==> src/rtl/ppu_pkg.sv <==
// Shared state encoding, OAM layout constants and sprite record for the PPU sprite scan path.
package ppu_pkg;

    typedef enum logic [2:0] {
        IDLE,
        RD_Y,
        CMP_Y,
        RD_X,
        RD_T,
        RD_A,
        FIN
    } scan_state_t;

    localparam logic [1:0] OFF_Y    = 2'd0;
    localparam logic [1:0] OFF_X    = 2'd1;
    localparam logic [1:0] OFF_TILE = 2'd2;
    localparam logic [1:0] OFF_ATTR = 2'd3;

    localparam logic [8:0] SPRITE_H_SHORT = 9'd8;
    localparam logic [8:0] SPRITE_H_TALL  = 9'd16;
    localparam logic [8:0] LINE_OFFSET    = 9'd16;

    typedef struct packed {
        logic [7:0] y;
        logic [7:0] x;
        logic [7:0] tile;
        logic [7:0] attr;
        logic [5:0] oam_idx;
    } sprite_t;

    // Each OAM entry is 4 bytes, so {idx, off} is exactly 4*idx + off.
    function automatic logic [15:0] oam_byte_addr(input logic [15:0] base,
                                                  input logic [5:0]  idx,
                                                  input logic [1:0]  off);
        return base + {8'd0, idx, off};
    endfunction

endpackage

==> src/rtl/ppu_sprite_buf.sv <==
// Per-line sprite buffer: slot storage, insert with shift-up, and zero-masked read mux.
// Define PPU_OAM_XSORT_EN to keep slots ordered by ascending X (stable); otherwise slots follow OAM order.
module ppu_sprite_buf
    import ppu_pkg::*;
#(
    parameter int MAX_SPRITES = 10,
    localparam int CW = $clog2(MAX_SPRITES + 1),
    localparam int SW = $clog2(MAX_SPRITES)
) (
    input  logic          clk,
    input  logic          rst,
    input  logic [CW-1:0] count,
    input  logic          ins_en,
    input  logic [7:0]    ins_y,
    input  logic [7:0]    ins_x,
    input  logic [5:0]    ins_idx,
    input  logic          tile_we,
    input  logic          attr_we,
    input  logic [7:0]    wr_data,
    input  logic [SW-1:0] rd_sel,
    output sprite_t       rd_entry
);

    sprite_t       slots [MAX_SPRITES];
    logic [CW-1:0] ins_pos;
    logic [CW-1:0] pend_slot;

    always_comb begin
`ifdef PPU_OAM_XSORT_EN
        // Land after every stored sprite with X <= new X, so equal X keeps OAM order.
        ins_pos = '0;
        for (int i = 0; i < MAX_SPRITES; i++)
            if (CW'(i) < count && slots[i].x <= ins_x) ins_pos = CW'(i + 1);
`else
        ins_pos = count;
`endif
    end

    always_ff @(posedge clk or negedge rst) begin
        if (!rst) begin
            // NOTE: the slot array sits inside the reset branch on purpose; a reset buffer must read back as zeros.
            for (int i = 0; i < MAX_SPRITES; i++) slots[i] <= '0;
            pend_slot <= '0;
        end else if (ins_en) begin
            for (int i = 1; i < MAX_SPRITES; i++)
                if (CW'(i) > ins_pos && CW'(i) <= count) slots[i] <= slots[i-1];
            slots[ins_pos] <= '{y: ins_y, x: ins_x, tile: 8'd0, attr: 8'd0, oam_idx: ins_idx};
            pend_slot      <= ins_pos;
        end else begin
            if (tile_we) slots[pend_slot].tile <= wr_data;
            if (attr_we) slots[pend_slot].attr <= wr_data;
        end
    end

    always_comb begin
        rd_entry = '0;
        if (CW'(rd_sel) < count) rd_entry = slots[rd_sel];
    end

endmodule

==> src/rtl/ppu_oam_scanner.sv <==
// OAM scanner: walks NUM_ENTRIES sprite entries for one scanline and collects up to MAX_SPRITES hits.
// Slot ordering is X-sorted when PPU_OAM_XSORT_EN is defined, OAM order otherwise.
module ppu_oam_scanner
    import ppu_pkg::*;
#(
    parameter int          NUM_ENTRIES = 40,
    parameter int          MAX_SPRITES = 10,
    parameter int          RD_LATENCY  = 1,
    parameter logic [15:0] OAM_BASE    = 16'hFE00,
    localparam int CW = $clog2(MAX_SPRITES + 1),
    localparam int SW = $clog2(MAX_SPRITES)
) (
    input  logic          clk,
    input  logic          rst,
    input  logic          start,
    input  logic [7:0]    ly,
    input  logic          tall_mode,
    output logic          oam_rd,
    output logic [15:0]   oam_addr,
    input  logic [7:0]    oam_data,
    output logic          busy,
    output logic          done,
    output logic [CW-1:0] count,
    output logic          overflow,
    input  logic [SW-1:0] rd_sel,
    output logic [7:0]    rd_y,
    output logic [7:0]    rd_x,
    output logic [7:0]    rd_tile,
    output logic [7:0]    rd_attr,
    output logic [5:0]    rd_oam_idx
);

    scan_state_t state;
    logic [5:0]  entry;
    logic [2:0]  wait_cnt;
    logic [7:0]  ly_q;
    logic [7:0]  y_q;
    logic        tall_q;
    logic        cap, hit, room, fetch, advance, last_entry;
    logic [8:0]  line, y_ext, height;
    sprite_t     rd_entry;

    assign cap        = (wait_cnt == 3'(RD_LATENCY));
    assign last_entry = (entry == 6'(NUM_ENTRIES - 1));
    assign line       = {1'b0, ly_q} + LINE_OFFSET;
    assign y_ext      = {1'b0, y_q};
    assign height     = tall_q ? SPRITE_H_TALL : SPRITE_H_SHORT;
    assign hit        = (line >= y_ext) && (line < y_ext + height);
    assign room       = (count < CW'(MAX_SPRITES));
    assign fetch      = (state == CMP_Y) && hit && room;
    assign advance    = ((state == CMP_Y) && !fetch) || ((state == RD_A) && cap);

    always_ff @(posedge clk or negedge rst) begin
        if (!rst) begin
            state    <= IDLE;
            entry    <= '0;
            wait_cnt <= '0;
            ly_q     <= '0;
            y_q      <= '0;
            tall_q   <= 1'b0;
            oam_rd   <= 1'b0;
            oam_addr <= OAM_BASE;
            busy     <= 1'b0;
            done     <= 1'b0;
            count    <= '0;
            overflow <= 1'b0;
        end else begin
            // NOTE: strobes default low here and are raised only by the branch issuing them, keeping them one cycle wide.
            oam_rd <= 1'b0;
            done   <= 1'b0;
            if (start) begin
                // A start mid-scan simply restarts; the aborted scan never reaches FIN.
                state    <= RD_Y;
                entry    <= '0;
                wait_cnt <= '0;
                ly_q     <= ly;
                tall_q   <= tall_mode;
                count    <= '0;
                overflow <= 1'b0;
                busy     <= 1'b1;
                oam_rd   <= 1'b1;
                oam_addr <= oam_byte_addr(OAM_BASE, 6'd0, OFF_Y);
            end else begin
                case (state)
                    IDLE: ;
                    RD_Y, RD_X, RD_T, RD_A: begin
                        if (!cap) begin
                            wait_cnt <= wait_cnt + 3'd1;
                        end else begin
                            wait_cnt <= '0;
                            case (state)
                                RD_Y: begin
                                    y_q   <= oam_data;
                                    state <= CMP_Y;
                                end
                                RD_X: begin
                                    state    <= RD_T;
                                    oam_rd   <= 1'b1;
                                    oam_addr <= oam_byte_addr(OAM_BASE, entry, OFF_TILE);
                                end
                                RD_T: begin
                                    state    <= RD_A;
                                    oam_rd   <= 1'b1;
                                    oam_addr <= oam_byte_addr(OAM_BASE, entry, OFF_ATTR);
                                end
                                default: count <= count + CW'(1);
                            endcase
                        end
                    end
                    CMP_Y: begin
                        if (fetch) begin
                            state    <= RD_X;
                            wait_cnt <= '0;
                            oam_rd   <= 1'b1;
                            oam_addr <= oam_byte_addr(OAM_BASE, entry, OFF_X);
                        end else if (hit) begin
                            overflow <= 1'b1;
                        end
                    end
                    FIN:     state <= IDLE;
                    default: state <= IDLE;
                endcase

                if (advance) begin
                    wait_cnt <= '0;
                    if (last_entry) begin
                        state <= FIN;
                        done  <= 1'b1;
                        busy  <= 1'b0;
                    end else begin
                        entry    <= entry + 6'd1;
                        state    <= RD_Y;
                        oam_rd   <= 1'b1;
                        oam_addr <= oam_byte_addr(OAM_BASE, entry + 6'd1, OFF_Y);
                    end
                end
            end
        end
    end

    ppu_sprite_buf #(.MAX_SPRITES(MAX_SPRITES)) u_buf (
        .clk      (clk),
        .rst      (rst),
        .count    (count),
        .ins_en   ((state == RD_X) && cap),
        .ins_y    (y_q),
        .ins_x    (oam_data),
        .ins_idx  (entry),
        .tile_we  ((state == RD_T) && cap),
        .attr_we  ((state == RD_A) && cap),
        .wr_data  (oam_data),
        .rd_sel   (rd_sel),
        .rd_entry (rd_entry)
    );

    assign rd_y       = rd_entry.y;
    assign rd_x       = rd_entry.x;
    assign rd_tile    = rd_entry.tile;
    assign rd_attr    = rd_entry.attr;
    assign rd_oam_idx = rd_entry.oam_idx;

endmodule

==> config.mk <==
export PLATFORM = sky130hd
export DESIGN_NAME = ppu_oam_scanner
export DESIGN_NICKNAME = d
export VERILOG_FILES = /design/src/rtl/ppu_pkg.sv /design/src/rtl/ppu_sprite_buf.sv /design/src/rtl/ppu_oam_scanner.sv
export SDC_FILE = /design/constraint.sdc
export NUM_CORES = 1
export LEC_CHECK = 0
export ABC_CLOCK_PERIOD_IN_PS = 4300
export CORE_UTILIZATION = 57
export CTS_CLUSTER_SIZE = 10
export DETAILED_ROUTE_END_ITERATION = 12
export MAX_ROUTING_LAYER = met4
export PLACE_DENSITY_LB_ADDON = 0.3
export SETUP_SLACK_MARGIN = 0.15
export SLEW_MARGIN = 40
export SYNTH_ARGS = -nofsm -noshare
export SYNTH_HDL_FRONTEND = slang
export SYNTH_SLANG_ARGS = --single-unit
==> constraint.sdc <==
create_clock -name clk -period 4.3 [get_ports clk]
set_clock_uncertainty 0.2 [all_clocks]
set_input_delay 0.86 -clock clk [delete_from_list [all_inputs] [get_ports clk]]
set_output_delay 0.86 -clock clk [all_outputs]
set_load 0.05 [all_outputs]
# [After elaboration in Yosys (flattened, before gate mapping)]
# Cells that the tools add are included.
[word_totals] register_bits=437 inputBits=24 word_cells=234
[classes] add_sub_neg=9 n_lt_le_gt_ge=27 eq_ne=14 mux=79 n_bitwise=4 n_reduce_logical=38
[ops] cell="$mux W380" n=4
[ops] cell="$bwmux W380" n=3
[ops] cell="$mux W38" n=22
[ops] cell="$demux W38 S4" n=3
[ops] cell="$bmux W38 S4" n=1
[ops] cell="$mux W16" n=5
[ops] cell="$pmux W16 S2" n=2
[ops] cell="$add A10 B9 Y11 const A" n=4
[ops] cell="$mux W3" n=9
[ops] cell="$mux W22" n=1
[ops] cell="$logic_and A1 B1 Y1" n=18
[ops] cell="$mux W6" n=3
[ops] cell="$pmux W3 S3" n=2
[ops] cell="$gt A3 B4 Y1 const A" n=4
[ops] cell="$le A3 B4 Y1 const A" n=4
[ops] cell="$mux W1" n=16
[ops] cell="$mux W4" n=4
[ops] cell="$ge A5 B5 Y1 const B" n=3
[ops] cell="$not A4 Y5" n=3
[ops] cell="$mux W14" n=1
[ops] cell="$reduce_bool A2 Y1" n=6
[ops] cell="$lt A5 B1 Y1 const B" n=2
[ops] cell="$add A8 B5 Y9" n=1
[ops] cell="$add A8 B5 Y9 const B" n=1
[ops] cell="other kinds (36)" n=49

# [Longest topological paths before layout]
# Gate-level depths: netlist of the first run.
[depth] word_depth=11 mapped_depth=15

# [By module]
# Synthesis of the first run repeated with hierarchy kept, for this count alone.
[hier_totals] hier_cells=1781 area_unflattened_um2=20659.8
[by_module_without_submodules] module="ppu_sprite_buf" n_inst=1 cells_per_inst=1478 area_per_inst_um2=17618.1 seq_area_each_um2=9609.2
[by_module_without_submodules] module="ppu_oam_scanner" n_inst=1 cells_per_inst=303 area_per_inst_um2=3041.7 seq_area_each_um2=1335.0

# [Worst setup path before layout of the first run]
# OpenSTA, ideal clock, no wires.
[synth_path] kind="in2out" start="input port rd_sel[0]" end="output port rd_attr[4]" t_arrival_ns=2.622 required_time_ns=3.240 slack_ns=0.618 cell_stages=6 path_cell_list="buf_2 -> buf_1 -> mux4_2 -> mux2i_1 -> o22ai_1 -> and2_1"
[synth_via] elab_chain_cells=5
[synth_lines] element="from (decl)" line="ppu_oam_scanner.sv:25" text="input logic [SW-1:0] rd_sel,"
[synth_lines] element="$not A4 Y5 (implied by the code)" line="ppu_sprite_buf.sv:57" text="if (CW'(rd_sel) < count) rd_entry = slots[rd_sel];"
[synth_lines] element="$bmux W38 S4" line="ppu_sprite_buf.sv:57"
[synth_lines] element="$mux W38 (implied by the code) (2 in a row)" line="ppu_sprite_buf.sv:57"
[synth_lines] element="$mux W38 (*)" line="ppu_sprite_buf.sv:57"
[synth_lines] element="to (decl)" line="ppu_oam_scanner.sv:29" text="output logic [7:0] rd_attr,"
# Mark *: on every way between the ends. The rest lies on a longest branch, timed or not. The select of a mux whose other input is x is not followed.

# [Worst setup path after layout of the first run]
[layout_path] start="register count[2]" end="output port rd_attr[6]"
[layout_via] elab_chain_cells=2
[layout_lines] element="from (decl)" line="ppu_oam_scanner.sv:23" text="output logic [CW-1:0] count,"
[layout_lines] element="from (signal assigned)" line="ppu_oam_scanner.sv:106" text="default: count <= count + CW'(1);"
[layout_lines] element="$lt A4 B4 Y1" line="ppu_sprite_buf.sv:57"
[layout_lines] element="$mux W38" line="ppu_sprite_buf.sv:57"
# No other way between the ends.

==> results of run 1 <==
cell usage in the layout, fill, tap and decap left out, types with 4 or more instances in the layout:
cell type | synthesis | layout
nor2_1 | 33 | 33
nand2b_1 | 24 | 24
xnor2_1 | 7 | 7
nor3_1 | 11 | 11
inv_1 | 21 | 21
xor2_1 | 4 | 4
nand2_1 | 401 | 400
a211oi_1 | 4 | 4
o21ai_0 | 265 | 265
clkbuf_16 | 0 | 50
buf_4 | 11 | 37
o22ai_2 | 0 | 11
a21oi_1 | 17 | 16
mux4_2 | 76 | 76
o31ai_1 | 4 | 4
mux2i_1 | 80 | 80
buf_12 | 0 | 46
a21o_1 | 4 | 4
nor2b_1 | 8 | 8
and2_1 | 47 | 47
a311oi_1 | 4 | 4
clkdlybuf4s50_1 | 0 | 41
dfrtp_1 | 430 | 430
nand4_1 | 5 | 5
mux2_2 | 111 | 111
dfstp_2 | 7 | 7
ha_1 | 25 | 25
o22ai_1 | 56 | 45
nand3_1 | 24 | 24
buf_2 | 21 | 4
clkbuf_1 | 92 | 10
layer usage:
metal,GRT usage,share of wire,vias up
li1,-,-,6563
met1,0.409,0.41,7574
met2,0.478,0.48,682
met3,0.0617,0.081,139
met4,0.110,0.028,0
met5,-,0,-
worst paths after layout:
path / slack (ps) / to / cells after the start / start
worst max-delay path: 370 / rd_attr[6] / 7 / count[2]
worst min-delay path: 270 / u_buf.slots[19] / 2 / u_buf.slots[19]
worst max register to register: 630 / oam_addr[5] / 14 / tall_q
worst min register to register: 270 / u_buf.slots[19] / 2 / u_buf.slots[19]
max in group asynchronous: 2090 / u_buf.slots[94] / 4 / rst
min in group asynchronous: 560 / entry[2] / 2 / rst
layout make-up:
class | count | area, um2 | area share
Sequential cell | 437 | 10900 | 0.466
Multi-Input combinational cell | 1250 | 8850 | 0.377
Timing Repair Buffer | 132 | 1690 | 0.0721
Clock buffer | 61 | 1300 | 0.0554
Tap cell | 455 | 569 | 0.0242
Inverter | 22 | 82.6 | 0.00351
Clock inverter | 5 | 46.3 | 0.00197
Antenna cell | 1 | 2.50 | 0.000107
worst register-to-register path, cell delays in order (launching register included):
cell and delay, ps:
dfrtp_1 390, inv_1 120, ha_1 180, inv_1 60, fa_1 430, nor3_1 200, xnor2_1 160, ha_1 290
a21o_1 190, a21oi_1 230, o311ai_4 200, nor2_2 250, nor3_1 80, buf_4 190, a221o_1 360
sequential cells by signal, summed over array words and instances (netlist names), 3 cells and up:
register,flops
u_buf.slots,380
oam_addr,16
ly_q,8
y_q,8
entry,6
count,4
u_buf.pend_slot,4
state,3
wait_cnt,3
stage by stage:
stage	power (W)	setup slack [ps]	instance area, um2	instances
finish	0.0102	367	23500	2363
global route	0.0106	227	23500	2363
CTS	0.0102	360	23400	2360
detailed placement	0.00657	457	22100	2294
global placement	0.00647	472	22000	2293
floorplan	0.00594	618	20400	1842
power by group:
part / internal [W] / leakage, nW / switching [W]
Clock: 0.00210 / 0.655 / 0.00159
Sequential: 0.00448 / 5.17 / 0.000292
Combinational: 0.000718 / 5.03 / 0.00106
cells by family after synthesis:
family,share of synthesized area
buffers and inverters,0.0322
adder cells (fa/ha/maj),0.0163
multiplexers,0.185
AND/OR/NAND/NOR,0.123
AO/OA/AOI/OAI,0.102
flip-flops,0.537
XOR/XNOR,0.00473
==> results.sh, run 1 <==
export IMPL_status="complete, no violations"
export IMPL_drt_wl_total_um=53000
export IMPL_drv_slew=0
export IMPL_fin_util=0.674
export IMPL_syn_inst=1842
export IMPL_grt_pass1_vias=15397
export IMPL_synth_edf_count=0
export IMPL_synth_area_leaders="dfrtp_1, mux4_2, nand2_1"
export IMPL_ant_nets=0
export IMPL_path_max_fanout=27
export IMPL_initial_core_util=0.584
export IMPL_cts_sink_count=437
export IMPL_drtIter0Drc=1549
export IMPL_yosysWarningCount=0
export IMPL_max_vdd_ir_drop_v=0.000348
export IMPL_via_per_inst=6.33
export IMPL_syn_area_per_cell_um2=11.1
export IMPL_fp_dieW_um=191
export IMPL_nNetsFinal=1943
export IMPL_yosysTopAreaCell="dfrtp_1"
export IMPL_postCtsResizedCells=0
export IMPL_drv_cap=0
export IMPL_nFillCells=2505
export IMPL_hold_class="reg2reg"
export IMPL_vias=14958
export IMPL_leakage_nw=10.9
export IMPL_period_share=0.915
export IMPL_critPathRequiredTime_ps=3240
export IMPL_clockBufferDepth=3
export IMPL_num_io_pins=86
export IMPL_clock_latency_ps=580
export IMPL_antenna_found_initial=1
export IMPL_cp_cell_sequence="clkinv_1, ha_1, a21o_1, a21oi_2, buf_4, and2_1, buf_12"
export IMPL_grt_total_usage=0.309
export IMPL_row_count=68
export IMPL_critPathLaunchType="flop"
export IMPL_critPathArrivalTime_ps=2870
export IMPL_critPathSlowestCell="dfrtp_1"
export IMPL_dieArea_mm2=0.0365
export IMPL_tns_ps=0
export IMPL_gp_congestion=0.870
export IMPL_ys_dominant_reg_cell="dfrtp_1"
export IMPL_synth_most_common_cell="dfrtp_1"
export IMPL_ys_types=61
export IMPL_drc=0
export IMPL_cts_hold_fix_buffers=0
export IMPL_dp_hpwl_um=33700
export IMPL_portBuffers=85
export IMPL_ctsHtreeMaxLevel=2
export IMPL_async_flop_share=1.00
export IMPL_powerDensity_mw_per_mm2=436
export IMPL_die_h_um=191
export IMPL_critPathMaxStageDelay_ps=490
export IMPL_grt_ovfl_total=0
export IMPL_clkSlewWorstSetupHoldPaths_ps=60
export IMPL_ys_seq_area_frac=0.537
export IMPL_fmax_mhz=254
export IMPL_synth_nets=1892
export IMPL_synth_cell_area_mm2=0.0204
export IMPL_hold_ws_ps=273
export IMPL_crit_type="reg2out"
export IMPL_cts_setup_buffers=0
export IMPL_grt_pass1_wl_um=84500
export IMPL_drive_above_1_share=0.194
export IMPL_path_delay_family="buffers and inverters"
export IMPL_synth_common_cells="dfrtp_1, nand2_1, o21ai_0, mux2_2, clkbuf_1"
export IMPL_cp_num_buf_inv=3
export IMPL_worst_slew_pin_slew_ps=862
export IMPL_cts_root_buf="clkbuf_16"
export IMPL_cts_buffers=50
export IMPL_maxSlewHeadroom=0.426
export IMPL_yosysTopAreaCellShare=0.528
export IMPL_ys_ff_latch=437
export IMPL_grt_max_degree=104
export IMPL_setup_violations=0
export IMPL_end_kind="output pin"
export IMPL_route_detailed_wl_per_inst_um=22.4
export IMPL_rsz0062_at_grt="no"
export IMPL_cts_tree="built"
export IMPL_final_min_clock_period_ps=3930
export IMPL_hold_viol_final=0
export IMPL_syn2layout_area_growth_pct=15.3
export IMPL_core_area_mm2=0.0349
export IMPL_firstDrtPassIters=6
Note: power is estimated with default switching activity, not from simulation.
==> inputs of run 2 (changes only) <==
--- a/config.mk
+++ b/config.mk
@@ -6,6 +6,7 @@
 export NUM_CORES = 1
 export LEC_CHECK = 0
 export ABC_CLOCK_PERIOD_IN_PS = 4300
+export CORE_MARGIN = 2
 export CORE_UTILIZATION = 57
 export CTS_CLUSTER_SIZE = 10
 export DETAILED_ROUTE_END_ITERATION = 12
==> run 2 against run 1 <==
  * Sequential share of layout area is 0.11 points lower
  * Critical path type is now in2out
  * Highest routed layer unchanged
  * Cell area is 0.23% higher
  * Wire length is 1.1% lower
  * Non-clock buffer count is 2 lower
  * Utilization is 0.82 points lower
  * Clock power hardly changed
  * Fmax is 1.4% lower
  * Final cell count is 0.13% higher
  * Count of clock-buffer cells in the layout is 2 higher
  * Hold slack worse by 3.5 ps
==> results.sh, run 2 (synthesis results as in run 1) <==
export IMPL_leakage_nw=10.9
export IMPL_grt_total_usage=0.302
export IMPL_cts_sink_count=437
export IMPL_regMostFlops="u_buf.slots"
export IMPL_die_h_um=193
export IMPL_status="complete, no violations"
export IMPL_layout_cells_non_filler=2366
export IMPL_via_per_inst=6.25
export IMPL_grt_busiest_layer="met2"
export IMPL_nNetsFinal=1941
export IMPL_vias=14790
export IMPL_fin_ws_ps=312
export IMPL_grt_use_met1=0.406
export IMPL_period_share=0.928
export IMPL_ant_nets=0
export IMPL_tns_ps=0
export IMPL_setup_violations=0
export IMPL_reg2reg_setup_slack_ps=650
export IMPL_powerDensity_mw_per_mm2=435
export IMPL_firstDrtPassIters=6
export IMPL_final_min_clock_period_ps=3990
export IMPL_drive_above_1_share=0.195
export IMPL_fp_dieW_um=193
export IMPL_cts_setup_buffers=0
export IMPL_initial_core_util=0.576
export IMPL_grt_ovfl_total=0
export IMPL_num_io_pins=86
export IMPL_cts_tree="built"
export IMPL_critPathArrivalTime_ps=2930
export IMPL_final_common_cell="dfrtp_1"
export IMPL_maxSlewHeadroom=0.404
export IMPL_dp_cells=2298
export IMPL_grt_pass1_wl_um=83500
export IMPL_critPathRequiredTime_ps=3240
export IMPL_grt_max_degree=107
export IMPL_clock_latency_ps=570
export IMPL_dp_slack_ps=273
export IMPL_postCtsResizedCells=0
export IMPL_antenna_found_initial=0
export IMPL_drv_slew=0
export IMPL_dieArea_mm2=0.0373
export IMPL_largestRegisters="u_buf.slots x380, oam_addr x16"
export IMPL_gp_congestion=0.874
export IMPL_hold_end="u_buf.slots[85]"
export IMPL_path_max_fanout=38
export IMPL_layout_common_cells="dfrtp_1, nand2_1, o21ai_0, mux2_2, mux2i_1"
export IMPL_hold_class="reg2reg"
export IMPL_largest_reg_flops=380
export IMPL_grt_pass1_vias=15063
export IMPL_total_power_w=0.0102
export IMPL_crit_type="in2out"
export IMPL_drv_cap=0
export IMPL_cts_root_buf="clkbuf_16"
export IMPL_clkSlewWorstSetupHoldPaths_ps=50
export IMPL_syn2layout_area_growth_pct=15.6
export IMPL_use_met3=0.0579
export IMPL_gr_usage_met2=0.465
export IMPL_rsz0062_at_grt="no"
export IMPL_critPathLaunchType="primary input"
export IMPL_portBuffers=85
export IMPL_max_vdd_ir_drop_v=0.000351
export IMPL_core_area_mm2=0.0354
export IMPL_row_count=69
export IMPL_drc=0
export IMPL_r2r_cells=14
export IMPL_r2r_end="oam_addr[5]"
export IMPL_dp_hpwl_um=33200
export IMPL_cts_buffers=50
export IMPL_drtIter0Drc=1405
export IMPL_end_kind="output pin"
export IMPL_drt_wl_total_um=52400
export IMPL_hold_depth=2
export IMPL_fmax_mhz=251
export IMPL_min_from="u_buf.slots[85]"
export IMPL_worst_slew_pin_slew_ps=894
export IMPL_route_detailed_wl_per_inst_um=22.2
export IMPL_num_antenna_cells=0
export IMPL_clockBufferDepth=3
export IMPL_hold_viol_final=0
export IMPL_timing_rr_start="tall_q"
export IMPL_ctsHtreeMaxLevel=2
## run 2: cell types whose count changed in the layout (fill, tap and decap cells not counted), sizes merged
cell / before / now
clkinv: 3 / 2
inv: 23 / 22
buf: 90 / 88
clkbuf: 61 / 63
diode: 1 / 0
## run 2: where the power goes
part           switching (W)  internal [W]  leakage (nW)  total (W)
clock                0.00157       0.00213         0.657    0.00370
combinational        0.00105      0.000721          5.10    0.00177
sequential          0.000286       0.00448          5.17    0.00477
## run 2: worst max-delay path by stage
| stage | start | end | slack, ps | depth (start not counted) |
|---|---|---|---|---|
| 3_5_place_dp | rd_sel[0] | rd_x[0] | 270 | 7 |
| 6_report | rd_sel[0] | rd_x[0] | 310 | 7 |
| 4_1_cts | rd_sel[0] | rd_x[0] | 260 | 7 |
| 5_1_grt | rd_sel[0] | rd_x[0] | 180 | 7 |
| 3_3_place_gp | rd_sel[0] | rd_x[5] | 370 | 7 |
| 2_1_floorplan | rd_sel[0] | rd_attr[4] | 620 | 6 |
## run 2: layout make-up
class                           count  area, um2
Clock buffer                       63       1330
Clock inverter                      3       21.3
Inverter                           22       82.6
Fill cell                        2637      11800
Tap cell                          461        577
Sequential cell                   437      10900
Timing Repair Buffer              130       1700
Multi-Input combinational cell   1250       8890
## run 2: worst max-delay path: stages
cell and delay [ps]:
buf_6 460, buf_4 310, mux4_2 520, mux2i_1 220, o22ai_1 130, and2_1 210
buf_12 150
## run 2: what timing repair did
| item | in CTS | in global routing |
|---|---|---|
| endpoints found under the hold margin | 0 | 34 |
| hold buffers | 0 | 1 |
| endpoints found under the setup margin | 0 | 0 |
## run 2: metal layers
| layer | wire [um] | part of all wire | vias up |
|---|---|---|---|
| li1 | - | - | 6535 |
| met5 | 0 | 0 | - |
| met1 | 21800 | 0.42 | 7530 |
| met2 | 25100 | 0.48 | 603 |
| met3 | 3850 | 0.073 | 122 |
| met4 | 1650 | 0.032 | 0 |
## run 2: metrics by stage
stage | hold slack, ps | utilization | area (um2)
2_1_floorplan | 245 | - | 20400
3_3_place_gp | 256 | 0.623 | 22100
3_5_place_dp | 263 | 0.625 | 22100
4_1_cts | 197 | 0.663 | 23500
5_1_grt | 291 | 0.665 | 23500
6_report | 270 | 0.665 | 23500
==> edit: new RTL, settings of run 2 <==
`MAX_SPRITES` is set to 10 in 2 places; all go to 11.
--- a/src/rtl/ppu_sprite_buf.sv
+++ b/src/rtl/ppu_sprite_buf.sv
@@ -4,5 +4,5 @@
     import ppu_pkg::*;
 #(
-    parameter int MAX_SPRITES = 10,
+    parameter int MAX_SPRITES = 11,
     localparam int CW = $clog2(MAX_SPRITES + 1),
     localparam int SW = $clog2(MAX_SPRITES)
--- a/src/rtl/ppu_oam_scanner.sv
+++ b/src/rtl/ppu_oam_scanner.sv
@@ -5,5 +5,5 @@
 #(
     parameter int          NUM_ENTRIES = 40,
-    parameter int          MAX_SPRITES = 10,
+    parameter int          MAX_SPRITES = 11,
     parameter int          RD_LATENCY  = 1,
     parameter logic [15:0] OAM_BASE    = 16'hFE00,
Check against the original RTL: not settled (the Yosys comparison gave no result); the edit may change what the design does.
==> edit against run 2 <==
  * Register-to-register slack improved by 0.12 ns
  * Fmax is 1.3% higher
  * Final area is 7.8% higher
  * Total power grew 11%
  * Clock power increased by 8.6%
  * First-iteration DRC count increased by 5.9%
  * Core utilization rose by 0.56 points
  * Worst setup slack improved by 0.050 ns
  * Sequential power grew 11%
  * Sequential cell count up 38
  * Critical path type is now reg -> out
  * Critical path depth increased by 1
  * Synthesized area is 7.9% higher
  * Wire length increased by 9.4%
==> edit: results (changes against run 2) <==
- Status: complete, no violations (unchanged)
- CP max-delay cell: dfrtp_1 (was mux4_2)
- Drt total wl: 57,380 um (was 52,440 um)
- Adder-cell share of the synthesized area: 1.514% (was 1.634%)
- Latest clock arrival within the worst-skew pair: 0.59 ns (was 0.57 ns)
- Critical path endpoint: rd_oam_idx[0] (was rd_x[0])
- Post_cts resized: 1 (was 0)
- GR Util met1: 40.30% (was 40.61%)
- DR WL met3: 5082 um (was 3852 um)
- Top cells by area, synth: dfrtp_1 (53%), mux2_2 (9.1%), mux4_2 (7.8%) (was dfrtp_1 (53%), mux4_2 (8.4%), nand2_1 (7.4%))
- VDD IR max: 0.0003088 V (was 0.0003512 V)
- Reg2reg setup slack: 0.77 ns (was 0.65 ns)
- Internal cell power: 8.134 mW (was 7.336 mW)
- Met2 usage: 45.98% (was 46.50%)
- Final worst slack: 0.3616 ns (was 0.3117 ns)
- Vias in the first global route: 16.62k (was 15.06k)
- GRT met3 Usage: 6.199% (was 5.792%)
- First-pass GRT wire length: 92,270 um (was 83,470 um)
- Compound-gate portion of the synthesized area: 11.88% (was 10.19%)
- Fin nets: 2,072 (was 1,941)
- Sequential share of the synthesized area: 54.12% (was 53.73%)
- Biggest regs: u_buf.slots (418), oam_addr (16) (was u_buf.slots (380), oam_addr (16))
- Place WS: 0.3663 ns (was 0.2732 ns)
- Worst Max-Slew Pin Slew: 0.8936 ns (was 0.8935 ns)
- CTS Buf Count: 54 (was 50)
- Final Non-Filler Cells: 2,552 (was 2,366)
- Sequential share of power: 46.4% (was 46.6%)
- DRT Pass-1 Iters: 5 (was 6)
- Hold Crit Class: in -> async (was reg -> reg)
- Vias per cell: 6.321 (was 6.251)
- Cell variety after synth: 63 (was 61)
- DPL Wire Length: 35,800 um (was 33,240 um)
- Clock group power: 4.02 mW (was 3.70 mW)
- Power in sequential cells: 5.30 mW (was 4.77 mW)
- GPL Wtd Cong: 0.8901 (was 0.8739)
- XOR/XNOR share of the synthesized area: 0.3985% (was 0.4729%)
- Dpl cells: 2,474 (was 2,298)
- DR iter-0 viols: 1,488 (was 1,405)
- Multiplexer area fraction after synthesis: 18.78% (was 18.47%)
- CP startpoint: count[2] (was rd_sel[0])
- RR Endpoint: oam_addr[12] (was oam_addr[5])
- Worst reg-to-reg path cell count: 11 (was 14)
edit: cell types whose count changed after synthesis, sizes merged, moves of 6 or more:
cell	run 2	this run
and2	47	11
a21oi	17	89
mux2i	80	40
nor2	35	152
dfrtp	430	468
nand2b	24	8
a22o	1	8
mux2	111	179
nor3	14	21
or2	1	7
nand3	24	10
o22ai	56	23
a211oi	4	44
nand2	401	313
edit: through the flow:
step	instance area (um^2)	hold WS [ns]
finish	25390	0.003047
global route	25390	0.01851
CTS	25320	0.1699
detailed placement	23830	0.2658
global placement	23770	0.2560
floorplan	21980	0.2446
edit: final cells by class:
| cell class | count | area [um^2] |
|---|---|---|
| clock inverters | 3 | 21.27 |
| inverters | 23 | 86.33 |
| diodes | 1 | 2.502 |
| fillers | 2817 | 12450 |
| multi-input cells | 1338 | 9547 |
| flip-flops and latches | 475 | 11900 |
| well taps | 511 | 639.4 |
| repair buffers | 130 | 1743 |
| clock buffers | 71 | 1456 |
